`config.mk`:
```
export PLATFORM = sky130hd
export DESIGN_NAME = ov7670_cfg_sequencer
export DESIGN_NICKNAME = d
export VERILOG_FILES = /design/src/rtl/ov7670_cfg_sequencer.sv
export SDC_FILE = /design/constraint.sdc
export NUM_CORES = 1
export LEC_CHECK = 0
export CAP_MARGIN = 20
export CORE_ASPECT_RATIO = 0.9
export CORE_UTILIZATION = 60
export CTS_BUF_LIST = sky130_fd_sc_hd__clkbuf_2 sky130_fd_sc_hd__clkbuf_4 sky130_fd_sc_hd__clkbuf_8
export DETAILED_ROUTE_END_ITERATION = 10
export PLACE_DENSITY = 0.88
export REMOVE_ABC_BUFFERS = 1
export SLEW_MARGIN = 10
export SYNTH_ARGS = -nofsm -noshare
export SYNTH_HDL_FRONTEND = slang
export SYNTH_SLANG_ARGS = --single-unit
export TNS_END_PERCENT = 1
```
`constraint.sdc`:
```
create_clock -name Clk -period 3.2 [get_ports Clk]
set_clock_uncertainty 0.1 [all_clocks]
set_input_delay 0.32 -clock Clk [delete_from_list [all_inputs] [get_ports Clk]]
set_output_delay 0.32 -clock Clk [all_outputs]
set_load 0.02 [all_outputs]
```
`src/rtl/ov7670_cfg_sequencer.sv`:
```
// ov7670_cfg_sequencer
//   Walks a {reg, val} table held in an external registered ROM and writes each
//   entry into the OV7670 through an SCCB/I2C write master. NACKed writes are
//   retried up to MAX_RETRY times. A fixed idle gap separates consecutive writes.
//   A settle delay follows a COM7 soft reset and every delay entry.
//   Table markers: 16'hFFFF ends the table, 16'hFFF0 inserts a SETTLE_MS delay.
// Ports
//   Clk, reset_n          clock, asynchronous active-low reset
//   start                 one-cycle pulse; begins a table pass from IDLE/DONE/ERROR
//   rom_addr / rom_data   table index out, {reg, val} in (one cycle of ROM latency)
//   wr_req .. wr_data     write request to the I2C master, held until wr_ack
//   wr_ack / wr_nack      transaction finished / slave NACKed (qualified by wr_ack)
//   busy, done, error     status; done and error are sticky until the next start
//   err_index             table index of the entry that ran out of retries
module ov7670_cfg_sequencer #(
    parameter int unsigned CLK_FREQ_HZ = 100_000_000,
    parameter int unsigned NUM_REGS    = 128,
    parameter logic [7:0]  DEV_ADDR    = 8'h42,
    parameter int unsigned SETTLE_MS   = 10,
    parameter int unsigned GAP_CYCLES  = 1000,
    parameter int unsigned MAX_RETRY   = 3,
    localparam int AW = (NUM_REGS > 1) ? $clog2(NUM_REGS) : 1
) (
    input  logic          Clk,
    input  logic          reset_n,
    input  logic          start,
    output logic [AW-1:0] rom_addr,
    input  logic [15:0]   rom_data,
    output logic          wr_req,
    output logic [7:0]    wr_dev,
    output logic [7:0]    wr_reg,
    output logic [7:0]    wr_data,
    input  logic          wr_ack,
    input  logic          wr_nack,
    output logic          busy,
    output logic          done,
    output logic          error,
    output logic [AW-1:0] err_index
);

    localparam int RW = (MAX_RETRY > 0) ? $clog2(MAX_RETRY + 1) : 1;
    localparam longint unsigned DELAY_CYC = (64'(SETTLE_MS) * 64'(CLK_FREQ_HZ)) / 64'd1000;
    // Terminal values of the shared down-counter; a zero length still spends one cycle.
    localparam logic [31:0] DELAY_LAST = (DELAY_CYC > 1) ? 32'(DELAY_CYC - 1) : 32'd0;
    localparam logic [31:0] GAP_LAST   = (GAP_CYCLES > 1) ? 32'(GAP_CYCLES - 1) : 32'd0;

    typedef enum logic [2:0] {
        S_IDLE, S_FETCH, S_DECODE, S_WRITE, S_GAP, S_DELAY, S_DONE, S_ERROR
    } state_t;

    state_t        state_q, state_d;
    logic [AW-1:0] rom_addr_q, rom_addr_d;
    logic [AW-1:0] err_index_q, err_index_d;
    logic [RW-1:0] retry_q, retry_d;
    logic          pend_q, pend_d;      // GAP ends in a reissue rather than an advance
    logic [31:0]   cnt_q, cnt_d;        // shared by GAP and DELAY
    logic          wr_req_q, wr_req_d;
    logic [7:0]    wr_dev_q, wr_dev_d;
    logic [7:0]    wr_reg_q, wr_reg_d;
    logic [7:0]    wr_data_q, wr_data_d;
    logic          done_q, done_d;
    logic          error_q, error_d;
    logic          advance;

    always_ff @(posedge Clk or negedge reset_n) begin
        if (!reset_n) begin
            state_q     <= S_IDLE;
            rom_addr_q  <= '0;
            err_index_q <= '0;
            retry_q     <= '0;
            pend_q      <= 1'b0;
            cnt_q       <= '0;
            wr_req_q    <= 1'b0;
            wr_dev_q    <= '0;
            wr_reg_q    <= '0;
            wr_data_q   <= '0;
            done_q      <= 1'b0;
            error_q     <= 1'b0;
        end else begin
            state_q     <= state_d;
            rom_addr_q  <= rom_addr_d;
            err_index_q <= err_index_d;
            retry_q     <= retry_d;
            pend_q      <= pend_d;
            cnt_q       <= cnt_d;
            wr_req_q    <= wr_req_d;
            wr_dev_q    <= wr_dev_d;
            wr_reg_q    <= wr_reg_d;
            wr_data_q   <= wr_data_d;
            done_q      <= done_d;
            error_q     <= error_d;
        end
    end

    always_comb begin
        state_d     = state_q;
        rom_addr_d  = rom_addr_q;
        err_index_d = err_index_q;
        retry_d     = retry_q;
        pend_d      = pend_q;
        cnt_d       = cnt_q;
        wr_req_d    = wr_req_q;
        wr_dev_d    = wr_dev_q;
        wr_reg_d    = wr_reg_q;
        wr_data_d   = wr_data_q;
        done_d      = done_q;
        error_d     = error_q;
        advance     = 1'b0;

        case (state_q)
            S_IDLE, S_DONE, S_ERROR: begin
                if (start) begin
                    rom_addr_d  = '0;
                    retry_d     = '0;
                    pend_d      = 1'b0;
                    done_d      = 1'b0;
                    error_d     = 1'b0;
                    err_index_d = '0;
                    state_d     = S_FETCH;
                end
            end
            S_FETCH: state_d = S_DECODE;
            S_DECODE: begin
                cnt_d = '0;
                if (rom_data == 16'hFFFF) begin
                    done_d  = 1'b1;
                    state_d = S_DONE;
                end else if (rom_data == 16'hFFF0) begin
                    state_d = S_DELAY;
                end else begin
                    wr_dev_d  = DEV_ADDR;
                    wr_reg_d  = rom_data[15:8];
                    wr_data_d = rom_data[7:0];
                    wr_req_d  = 1'b1;
                    state_d   = S_WRITE;
                end
            end
            S_WRITE: begin
                if (wr_ack) begin
                    wr_req_d = 1'b0;
                    cnt_d    = '0;
                    if (!wr_nack) begin
                        pend_d = 1'b0;
                        // COM7 soft reset needs the sensor to settle before the next write
                        state_d = (wr_reg_q == 8'h12 && wr_data_q[7]) ? S_DELAY : S_GAP;
                    end else if (retry_q < RW'(MAX_RETRY)) begin
                        retry_d = retry_q + 1'b1;
                        pend_d  = 1'b1;
                        state_d = S_GAP;
                    end else begin
                        err_index_d = rom_addr_q;
                        error_d     = 1'b1;
                        state_d     = S_ERROR;
                    end
                end
            end
            S_GAP: begin
                if (cnt_q == GAP_LAST) begin
                    if (pend_q) begin
                        // re-read the same entry; rom_addr is left alone
                        pend_d  = 1'b0;
                        state_d = S_FETCH;
                    end else begin
                        advance = 1'b1;
                    end
                end else begin
                    cnt_d = cnt_q + 32'd1;
                end
            end
            S_DELAY: begin
                if (cnt_q == DELAY_LAST) advance = 1'b1;
                else                     cnt_d   = cnt_q + 32'd1;
            end
            default: state_d = S_IDLE;
        endcase

        if (advance) begin
            retry_d = '0;
            if (rom_addr_q == AW'(NUM_REGS - 1)) begin
                // table has no sentinel: stop at the last slot instead of wrapping
                done_d  = 1'b1;
                state_d = S_DONE;
            end else begin
                rom_addr_d = rom_addr_q + 1'b1;
                state_d    = S_FETCH;
            end
        end
    end

    assign rom_addr  = rom_addr_q;
    assign err_index = err_index_q;
    assign wr_req    = wr_req_q;
    assign wr_dev    = wr_dev_q;
    assign wr_reg    = wr_reg_q;
    assign wr_data   = wr_data_q;
    assign done      = done_q;
    assign error     = error_q;
    assign busy      = !(state_q inside {S_IDLE, S_DONE, S_ERROR});

endmodule

```
==> impl_metrics.env, run 1 <==
export IMPL_outcome="finished clean"
export IMPL_cts_root_buf="clkbuf_8"
export IMPL_avgSynthCellArea_um2=9.73
export IMPL_nets=480
export IMPL_drtIter0Drc=341
export IMPL_area_delta_synth_final_pct=21.0
export IMPL_cts_tree="yes"
export IMPL_hold_viol_final=0
export IMPL_clock_fmax_ghz=0.411
export IMPL_multi_input_area_um2=1920
export IMPL_dp_hpwl_mm=6.24
export IMPL_drt_met1_wl_mm=3.93
export IMPL_yosysSeqAreaShare_pct=46.6
export IMPL_grt_pass1_vias=3346
export IMPL_wl_per_cell_um=16.8
export IMPL_end_kind="primary output"
export IMPL_antenna_cells=0
export IMPL_vias_per_cell=6.12
export IMPL_vdd_drop_max_mv=0.668
export IMPL_antenna_found_initial=0
export IMPL_clkLatencyLatePin_ps=360
export IMPL_gr_total_overflow=0
export IMPL_worst_slew_pin_slew_ps=556
export IMPL_dr_pass1_iters=7
export IMPL_tns_ps=0
export IMPL_route_met3_wl_um=549
export IMPL_hold_ws_ps=385
export IMPL_path_clk_slew_ps=70
export IMPL_top_layer="met4"
export IMPL_max_slew_margin_pct=62.7
export IMPL_utilization_pct=75.6
export IMPL_htreeDepth=3
export IMPL_rows=27
export IMPL_grt_usage_pct=29.5
export IMPL_yosys_register_bits=72
export IMPL_leakage_nw=1.89
export IMPL_maxCapViolCount=0
export IMPL_cts_buffers=9
export IMPL_synth_flop_cell="dfrtp_1"
export IMPL_finalPower_w=0.00318
export IMPL_grt_max_degree=30
export IMPL_clock_path_buffers=2
export IMPL_route_detailed_drc=0
export IMPL_cts_resized=0
export IMPL_die_h_um=78.1
export IMPL_slew_violations=0
export IMPL_period_share_pct=75.9
export IMPL_worstSetupPathType="reg -> out"
export IMPL_pwr_density_cell_nw_per_um2=680
export IMPL_synth_edff_count=0
export IMPL_fin_crit_ps=2430
export IMPL_cp_start_kind="flip-flop"
export IMPL_fp_dieArea_um2=6760
export IMPL_syn_cell_area_um2=3860
export IMPL_placement_cell_area_um2=4470
export IMPL_via_count=3344
export IMPL_hold_class="reg -> reg"
export IMPL_seqCellArea_um2=1800
export IMPL_path_buf_inv=2
export IMPL_arrival_ps=2010
export IMPL_worst_ep_required_time_ps=2780
export IMPL_met2WireLength_mm=4.51
export IMPL_die_x_um=86.6
export IMPL_largest_register_ffs=32
export IMPL_ant_nets=0
export IMPL_grt_pass1_wl_mm=15.4
export IMPL_fp_coreArea_um2=6180
export IMPL_async_reset_ff_share_pct=100
export IMPL_fillers=418
export IMPL_start_util_pct=62.5
export IMPL_cpLargestDelayFamily="buffers and inverters"
export IMPL_synth_cells=397
export IMPL_finalWeightedCongestion=0.903
export IMPL_io_buffers=56
export IMPL_ios=63
export IMPL_drive_gt1_share_pct=11.3
export IMPL_critPathMaxFanout=15
export IMPL_drt_total_wl_mm=9.16
export IMPL_ys_types=59
export IMPL_path_cells="nor3_1 -> a21o_1 -> inv_1 -> clkdlybuf4s50_1"
export IMPL_critical_path_max_stage_delay_ps=650
export IMPL_rsz0062_at_grt="false"
export IMPL_synth_warnings=0
export IMPL_slowest_stage="dfrtp_1"
export IMPL_numClockSinks=72
export IMPL_setup_viol=0
export IMPL_finalInstanceArea_um2=4670
cell type report:
cell class	instances	area share [%]
multi-input cells	298	41.0
flip-flops and latches	72	38.5
repair buffers	62	12.9
clock buffers	11	3.24
well taps	87	2.33
inverters	13	1.04
clock inverters	3	0.910
per-layer routing:
metal	vias to the layer above	GRT usage (%)
li1	1545	-
met5	-	0
met4	0	11.7
met1	1637	38.1
met3	21	6.10
met2	141	48.7
cells by family after synthesis:
family | count (synthesis) | share of synthesized area [%]
other | 1 | 0.0971
flip-flops | 72 | 46.6
buffers and inverters | 32 | 4.21
AND/OR/NAND/NOR | 172 | 24.1
multiplexers | 19 | 5.47
adder cells (fa/ha/maj) | 3 | 0.972
AO/OA/AOI/OAI | 80 | 14.4
XOR/XNOR | 18 | 4.08
stage by stage:
step / cells / worst slack [ps]
6_report: 546 / 770
5_1_grt: 546 / 603
4_1_cts: 546 / 777
3_5_place_dp: 531 / 740
3_3_place_gp: 531 / 848
2_1_floorplan: 383 / 809
final timing paths:
path	startpoint	endpoint	slack (ps)	depth (start not counted)
min in group asynchronous	reset_n	wr_data[4]$_DFFE_PN0P_	390	2
worst min register to register	error$_DFFE_PN0P_	error$_DFFE_PN0P_	380	1
worst max register to register	state_q[2]$_DFFE_PN0P_	cnt_q[28]$_DFFE_PN0P_	830	6
max in group asynchronous	reset_n	cnt_q[31]$_DFFE_PN0P_	1840	3
worst min-delay path	error$_DFFE_PN0P_	error$_DFFE_PN0P_	380	1
worst max-delay path	state_q[0]$_DFFE_PN0P_	busy	770	4
synth_stat cells, drive strengths merged (6+ instances only):
library cell / number / area share (%)
a21o: 7 / 1.4
dfrtp: 72 / 47
nand3: 17 / 2.5
nor4: 11 / 2.3
or3: 6 / 0.97
nor2: 44 / 4.3
o21ai: 16 / 2.3
a21oi: 23 / 3.1
mux2: 17 / 5.0
nand2b: 9 / 1.5
a22o: 8 / 1.8
inv: 13 / 1.3
nand2: 29 / 2.8
nand4: 13 / 2.4
xnor2: 16 / 3.6
and3: 7 / 1.1
nor3: 17 / 2.3
buf: 14 / 2.5
repair_timing:
item | in CTS | in global routing
endpoints found under the hold margin | 23 | 0
buffers inserted | 0 | 0
setup endpoints to repair | 0 | 0
hold buffers | 1 | 0
cell usage in the layout, fill, tap and decap left out, types with 6 or more instances in the layout:
master,netlist,layout
clkbuf_8,0,11
xnor2_1,16,16
or3_1,6,6
nand2_1,29,29
dfrtp_1,72,72
nand2b_1,9,9
nor4_1,8,8
and3_1,7,7
nor2_1,44,44
a22o_1,8,8
clkdlybuf4s50_1,0,55
a21oi_1,22,22
a21o_1,7,7
nor3_1,16,16
nand3_1,16,16
mux2_2,17,17
o21ai_0,9,9
inv_1,13,13
nand4_1,11,11
conb_1,1,6
report_power, final:
| group | internal (W) | total (W) | switching (W) |
|---|---|---|---|
| combinational | 0.000532 | 0.00119 | 0.000659 |
| sequential | 0.00108 | 0.00126 | 0.000186 |
| clock | 0.000392 | 0.000724 | 0.000332 |
No activity file was read; power rests on OpenSTA's default activity.
==> run 2, diff against run 1 <==
--- a/config.mk
+++ b/config.mk
@@ -7,10 +7,10 @@
 export LEC_CHECK = 0
 export CAP_MARGIN = 20
 export CORE_ASPECT_RATIO = 0.9
-export CORE_UTILIZATION = 60
+export CORE_UTILIZATION = 50
 export CTS_BUF_LIST = sky130_fd_sc_hd__clkbuf_2 sky130_fd_sc_hd__clkbuf_4 sky130_fd_sc_hd__clkbuf_8
 export DETAILED_ROUTE_END_ITERATION = 10
-export PLACE_DENSITY = 0.88
+export PLACE_DENSITY = 0.78
 export REMOVE_ABC_BUFFERS = 1
 export SLEW_MARGIN = 10
 export SYNTH_ARGS = -nofsm -noshare
==> constraint.sdc (replaced) <==
create_clock -name Clk -period 2.2 [get_ports Clk]
set_clock_uncertainty 0.1 [all_clocks]
set_input_delay 0.22 -clock Clk [delete_from_list [all_inputs] [get_ports Clk]]
set_output_delay 0.22 -clock Clk [all_outputs]
set_load 0.02 [all_outputs]
==> run 2 against run 1 <==
  * Global-route usage down 4.9 points
  * Highest routed layer unchanged
  * Sequential cell count stayed put
  * The run now ends with setup timing left
  * Final cell count grew 8.2%
==> impl_metrics.env, run 2 (synthesis gave the netlist of run 1 again) <==
export IMPL_outcome="complete, but fails checks"
export IMPL_rr_endpoint="rom_addr[3]$_DFF_PN0_"
export IMPL_vdd_drop_max_mv=1.06
export IMPL_fp_coreArea_um2=7510
export IMPL_rows=30
export IMPL_clock_path_buffers=2
export IMPL_die_x_um=94.7
export IMPL_worst_slew_pin_slew_ps=678
export IMPL_numClockSinks=72
export IMPL_utilization_pct=68.1
export IMPL_largest_register_ffs=32
export IMPL_grt_usage_pct=24.6
export IMPL_grt_pass1_vias=3310
export IMPL_critPathMaxFanout=7
export IMPL_antenna_cells=0
export IMPL_pwr_density_cell_nw_per_um2=983
export IMPL_drt_total_wl_mm=9.56
export IMPL_die_h_um=85.4
export IMPL_arrival_ps=2390
export IMPL_cp_start_kind="flip-flop"
export IMPL_max_slew_margin_pct=54.6
export IMPL_timing_rr_start="cnt_q[1]$_DFFE_PN0P_"
export IMPL_vias_per_cell=5.88
export IMPL_cts_buffers=9
export IMPL_via_count=3474
export IMPL_clock_fmax_ghz=0.444
export IMPL_hold_viol_final=0
export IMPL_maxCapViolCount=0
export IMPL_r2r_slack_ps=-50
export IMPL_rsz0062_at_grt="true"
export IMPL_path_clk_slew_ps=80
export IMPL_fin_ws_ps=-53.4
export IMPL_dp_hpwl_mm=6.50
export IMPL_drtIter0Drc=198
export IMPL_cts_root_buf="clkbuf_8"
export IMPL_dp_slack_ps=-145
export IMPL_finalWeightedCongestion=0.869
export IMPL_setup_viol=7
export IMPL_nets=514
export IMPL_final_common_cell="dfrtp_1"
export IMPL_end_kind="flip-flop"
export IMPL_layout_common_cells="dfrtp_1 (71), clkdlybuf4s50_1 (54), nor2_1 (44)"
export IMPL_hold_class="in -> async"
export IMPL_htreeDepth=3
export IMPL_reg2reg_depth=7
export IMPL_drive_gt1_share_pct=20.2
export IMPL_fin_crit_ps=2250
export IMPL_leakage_nw=2.12
export IMPL_gr_total_overflow=0
export IMPL_period_share_pct=102
export IMPL_ios=63
export IMPL_cts_tree="yes"
export IMPL_antenna_found_initial=0
export IMPL_wl_per_cell_um=16.2
export IMPL_slew_violations=0
export IMPL_grt_pass1_wl_mm=15.7
export IMPL_worstSetupPathType="reg -> reg"
export IMPL_violations="setup timing"
export IMPL_route_detailed_drc=0
export IMPL_dr_pass1_iters=4
export IMPL_worst_ep_required_time_ps=2330
export IMPL_start_util_pct=51.5
export IMPL_io_buffers=56
export IMPL_fp_dieArea_um2=8080
export IMPL_ant_nets=0
export IMPL_area_delta_synth_final_pct=32.4
export IMPL_grt_max_degree=73
export IMPL_clkLatencyLatePin_ps=340
run 2: cell count changes in the layout (fill, tap and decap cells not counted), sizes merged:
cell,before,now
dlymetal6s2s,0,1
nand3,17,18
clkdlybuf4s50,55,54
bufinv,1,2
inv,13,14
buf,6,39
clkbuf,11,12
clkinvlp,1,0
run 2: power breakdown:
| part | internal, W | switching (W) | total, W |
|---|---|---|---|
| Clock | 0.000734 | 0.000502 | 0.00124 |
| Combinational | 0.000941 | 0.00107 | 0.00201 |
| Sequential | 0.00157 | 0.000213 | 0.00178 |
| Total | 0.00324 | 0.00178 | 0.00503 |
run 2: worst max path at each step:
| stage | startpoint | cells after the start | to | slack, ps |
|---|---|---|---|---|
| floorplan | cnt_q[27]$_DFFE_PN0P_ | 6 | cnt_q[22]$_DFFE_PN0P_ | -190 |
| global placement | rom_data[9] | 6 | wr_data[4]$_DFFE_PN0P_ | -320 |
| detailed placement | rom_data[13] | 7 | wr_data[6]$_DFFE_PN0P_ | -140 |
| CTS | cnt_q[1]$_DFFE_PN0P_ | 7 | rom_addr[3]$_DFF_PN0_ | 5 |
| global route | cnt_q[1]$_DFFE_PN0P_ | 8 | rom_addr[2]$_DFF_PN0_ | -130 |
| finish | cnt_q[1]$_DFFE_PN0P_ | 7 | rom_addr[3]$_DFF_PN0_ | -50 |
run 2: repair_timing:
| item | CTS | global route |
|---|---|---|
| gates cloned | 0 | 1 |
| setup buffers | 0 | 2 |
| endpoints found under the hold margin | 72 | 0 |
| setup endpoints to repair | 2 | 31 |
| hold buffers | 1 | 0 |
| gates resized for setup | 2 | 18 |
| pin swaps | 0 | 10 |
run 2: stage by stage:
stage	instance area (um2)	hold WS, ps	instances	TNS, ps	power, W
floorplan	3770	-176	383	-2510	0.00283
global placement	4730	177	570	-5310	0.00364
detailed placement	4740	184	571	-1460	0.00371
CTS	5000	351	588	0	0.00498
global route	5110	366	591	-1260	0.00529
finish	5110	319	591	-251	0.00503
run 2: final cells by class:
class,instances,area (um2)
Inverter,13,48.8
Multi-Input combinational cell,299,2020
Sequential cell,72,1800
Clock inverter,4,73.8
Timing Repair Buffer,95,886
Tap cell,96,120
Fill cell,586,2390
Clock buffer,12,165
run 2: critical path, stage by stage, from the launching register on:
cell and delay, ps:
dfrtp_1 380, ha_2 200, nand4_1 180, or3b_4 490
buf_6 140, o32ai_4 240, nand3_4 210, a31o_1 220
run 2: routing by layer:
metal / GRT usage, % / up-vias / routed length (um)
li1: - / 1625 / -
met1: 33.9 / 1719 / 4300
met2: 38.2 / 109 / 4650
met3: 5.29 / 21 / 452
met4: 8.82 / 0 / 169
met5: 0 / - / 0
==> run 3, diff against run 2 <==
--- a/config.mk
+++ b/config.mk
@@ -6,11 +6,9 @@
 export NUM_CORES = 1
 export LEC_CHECK = 0
 export CAP_MARGIN = 20
-export CORE_ASPECT_RATIO = 0.9
-export CORE_UTILIZATION = 50
+export CORE_UTILIZATION = 35
 export CTS_BUF_LIST = sky130_fd_sc_hd__clkbuf_2 sky130_fd_sc_hd__clkbuf_4 sky130_fd_sc_hd__clkbuf_8
 export DETAILED_ROUTE_END_ITERATION = 10
-export PLACE_DENSITY = 0.78
 export REMOVE_ABC_BUFFERS = 1
 export SLEW_MARGIN = 10
 export SYNTH_ARGS = -nofsm -noshare
==> run 3 against run 2 <==
  * The run now ends clean
  * Sequential share of layout area rose by 0.13 points
  * Critical path depth rose by 1
  * Global-route usage fell by 7.3 points
  * Combinational power fell by 3%
  * Maximum frequency rose by 6.4%
  * Register-to-register slack improved by 130 ps
  * Setup slack improved by 130 ps
  * Worst hold slack got worse by 50 ps
  * Core utilization fell by 20 points
  * Routed wire length fell by 2.9%
  * Critical endpoint is now cnt_q[16]$_DFFE_PN0P_
  * Largest cell class unchanged
==> impl_metrics.env, run 3 (synthesis gave the netlist of run 1 again) <==
export IMPL_clkLatencyLatePin_ps=350
export IMPL_layout_common_cells="dfrtp_1 (69), clkdlybuf4s50_1 (54), nor2_1 (44)"
export IMPL_cts_tree="yes"
export IMPL_hold_viol_final=0
export IMPL_slew_violations=0
export IMPL_antenna_cells=0
export IMPL_leakage_nw=2.11
export IMPL_drtIter0Drc=128
export IMPL_fp_coreArea_um2=10500
export IMPL_vdd_drop_max_mv=0.565
export IMPL_route_detailed_drc=0
export IMPL_worstSetupPathType="reg -> reg"
export IMPL_grt_max_degree=34
export IMPL_dp_cells=611
export IMPL_pwr_density_cell_nw_per_um2=963
export IMPL_r2r_slack_ps=80
export IMPL_drt_total_wl_mm=9.29
export IMPL_wl_per_cell_um=14.7
export IMPL_fillers=984
export IMPL_arrival_ps=2250
export IMPL_rows=37
export IMPL_nets=514
export IMPL_end_kind="flip-flop"
export IMPL_ant_nets=0
export IMPL_final_common_cell="dfrtp_1"
export IMPL_grt_usage_pct=17.3
export IMPL_rsz0062_at_grt="true"
export IMPL_hold_class="in -> async"
export IMPL_cts_root_buf="clkbuf_8"
export IMPL_finalInstanceArea_um2=5100
export IMPL_grt_pass1_vias=3200
export IMPL_grt_pass1_wl_mm=15.7
export IMPL_area_delta_synth_final_pct=32.1
export IMPL_io_buffers=56
export IMPL_htreeDepth=3
export IMPL_hold_ws_ps=269
export IMPL_clkPwrFrac_pct=24.0
export IMPL_clock_path_buffers=2
export IMPL_setup_viol=0
export IMPL_path_clk_slew_ps=80
export IMPL_clock_fmax_ghz=0.472
export IMPL_fin_crit_ps=2120
export IMPL_numClockSinks=72
export IMPL_fp_dieArea_um2=11500
export IMPL_start_util_pct=36.8
export IMPL_p_sw_w=0.00174
export IMPL_dp_hpwl_mm=6.84
export IMPL_via_count=3299
export IMPL_sw_frac_of_total_pct=35.5
export IMPL_vias_per_cell=5.23
export IMPL_gr_total_overflow=0
export IMPL_cp_start_kind="flip-flop"
export IMPL_critPathMaxFanout=6
export IMPL_die_x_um=107
export IMPL_maxCapViolCount=0
export IMPL_cts_buffers=9
export IMPL_worst_ep_required_time_ps=2330
export IMPL_drive_gt1_share_pct=19.4
export IMPL_fin_cells=631
export IMPL_dr_pass1_iters=5
export IMPL_die_h_um=107
export IMPL_ios=63
export IMPL_period_share_pct=96.3
export IMPL_power_frac_seq_pct=36.5
export IMPL_antenna_found_initial=0
export IMPL_finalWeightedCongestion=0.843
export IMPL_outcome="finished clean"
export IMPL_p_int_w=0.00317
export IMPL_max_slew_margin_pct=54.1
export IMPL_placement_cell_area_um2=4800
export IMPL_worst_slew_pin_slew_ps=686
export IMPL_combPwrFrac_pct=39.5
export IMPL_largest_register_ffs=32
[run 3: cell types whose count changed in the layout (fill, tap and decap cells not counted), sizes merged]
cell and change:
clkbuf -2, dlygate4sd2 +1, nand3 -1, dlymetal6s2s -1
buf +1, inv +1, clkinv +1
[run 3: path summary, 6_finish.rpt]
check,to,from,depth (start not counted)
setup / recovery,cnt_q[16]$_DFFE_PN0P_,cnt_q[1]$_DFFE_PN0P_,8
hold / removal,wr_data[2]$_DFFE_PN0P_,reset_n,2
setup reg to reg,cnt_q[16]$_DFFE_PN0P_,cnt_q[1]$_DFFE_PN0P_,8
hold reg to reg,error$_DFFE_PN0P_,error$_DFFE_PN0P_,1
max in group asynchronous,cnt_q[8]$_DFFE_PN0P_,reset_n,4
min in group Clk,error$_DFFE_PN0P_,error$_DFFE_PN0P_,1
[run 3: per-layer routing]
| metal | wire length (um) | vias up | global-route usage, % |
|---|---|---|---|
| met5 | 0 | - | 0 |
| met4 | 87 | 0 | 4.11 |
| met3 | 331 | 12 | 4.13 |
| met2 | 4480 | 64 | 28.2 |
| met1 | 4390 | 1606 | 23.0 |
| li1 | - | 1617 | - |
[run 3: layout make-up]
| class | count | area (um2) | share of cell area, % |
|---|---|---|---|
| multi-input combinational | 298 | 1960 | 38.4 |
| sequential | 72 | 1810 | 35.4 |
| tap | 136 | 170 | 3.33 |
| timing repair buffer | 96 | 895 | 17.5 |
| clock inverter | 6 | 91.3 | 1.79 |
| inverter | 13 | 48.8 | 0.956 |
| clock buffer | 10 | 131 | 2.57 |
[run 3: power groups by stage]
stage	registers, W	logic, W	clock network (W)
after floorplan	0.00199	0.000835	0
after global placement	0.00181	0.00190	0
after detailed placement	0.00181	0.00194	0
after CTS	0.00179	0.00194	0.00122
after global routing	0.00183	0.00211	0.00128
final	0.00179	0.00194	0.00118
[run 3: worst max-delay path: stages, from the launching register on]
cell      delay, ps
dfrtp_1         380
ha_1            200
nand4_1         160
or3b_4          460
o22ai_4         240
buf_4           170
a211oi_1         80
xnor2_1         160
nor2_1           60
[run 3: stage by stage]
step	TNS (ps)	total power (W)	setup WS, ps	utilization [%]
floorplan	-2510	0.00283	-191	-
global placement	-127	0.00371	-127	45.7
detailed placement	-184	0.00375	-176	45.7
CTS	-26.7	0.00495	-15.9	47.9
global route	-394	0.00522	-78.9	48.6
finish	0	0.00491	81.3	48.6
[run 3: repair_timing]
action | CTS | global route
resized for setup | 3 | 8
setup endpoints to repair | 9 | 30
setup buffers | 0 | 3
hold buffers | 1 | 0
hold endpoints to repair | 19 | 0
pin swaps | 2 | 3
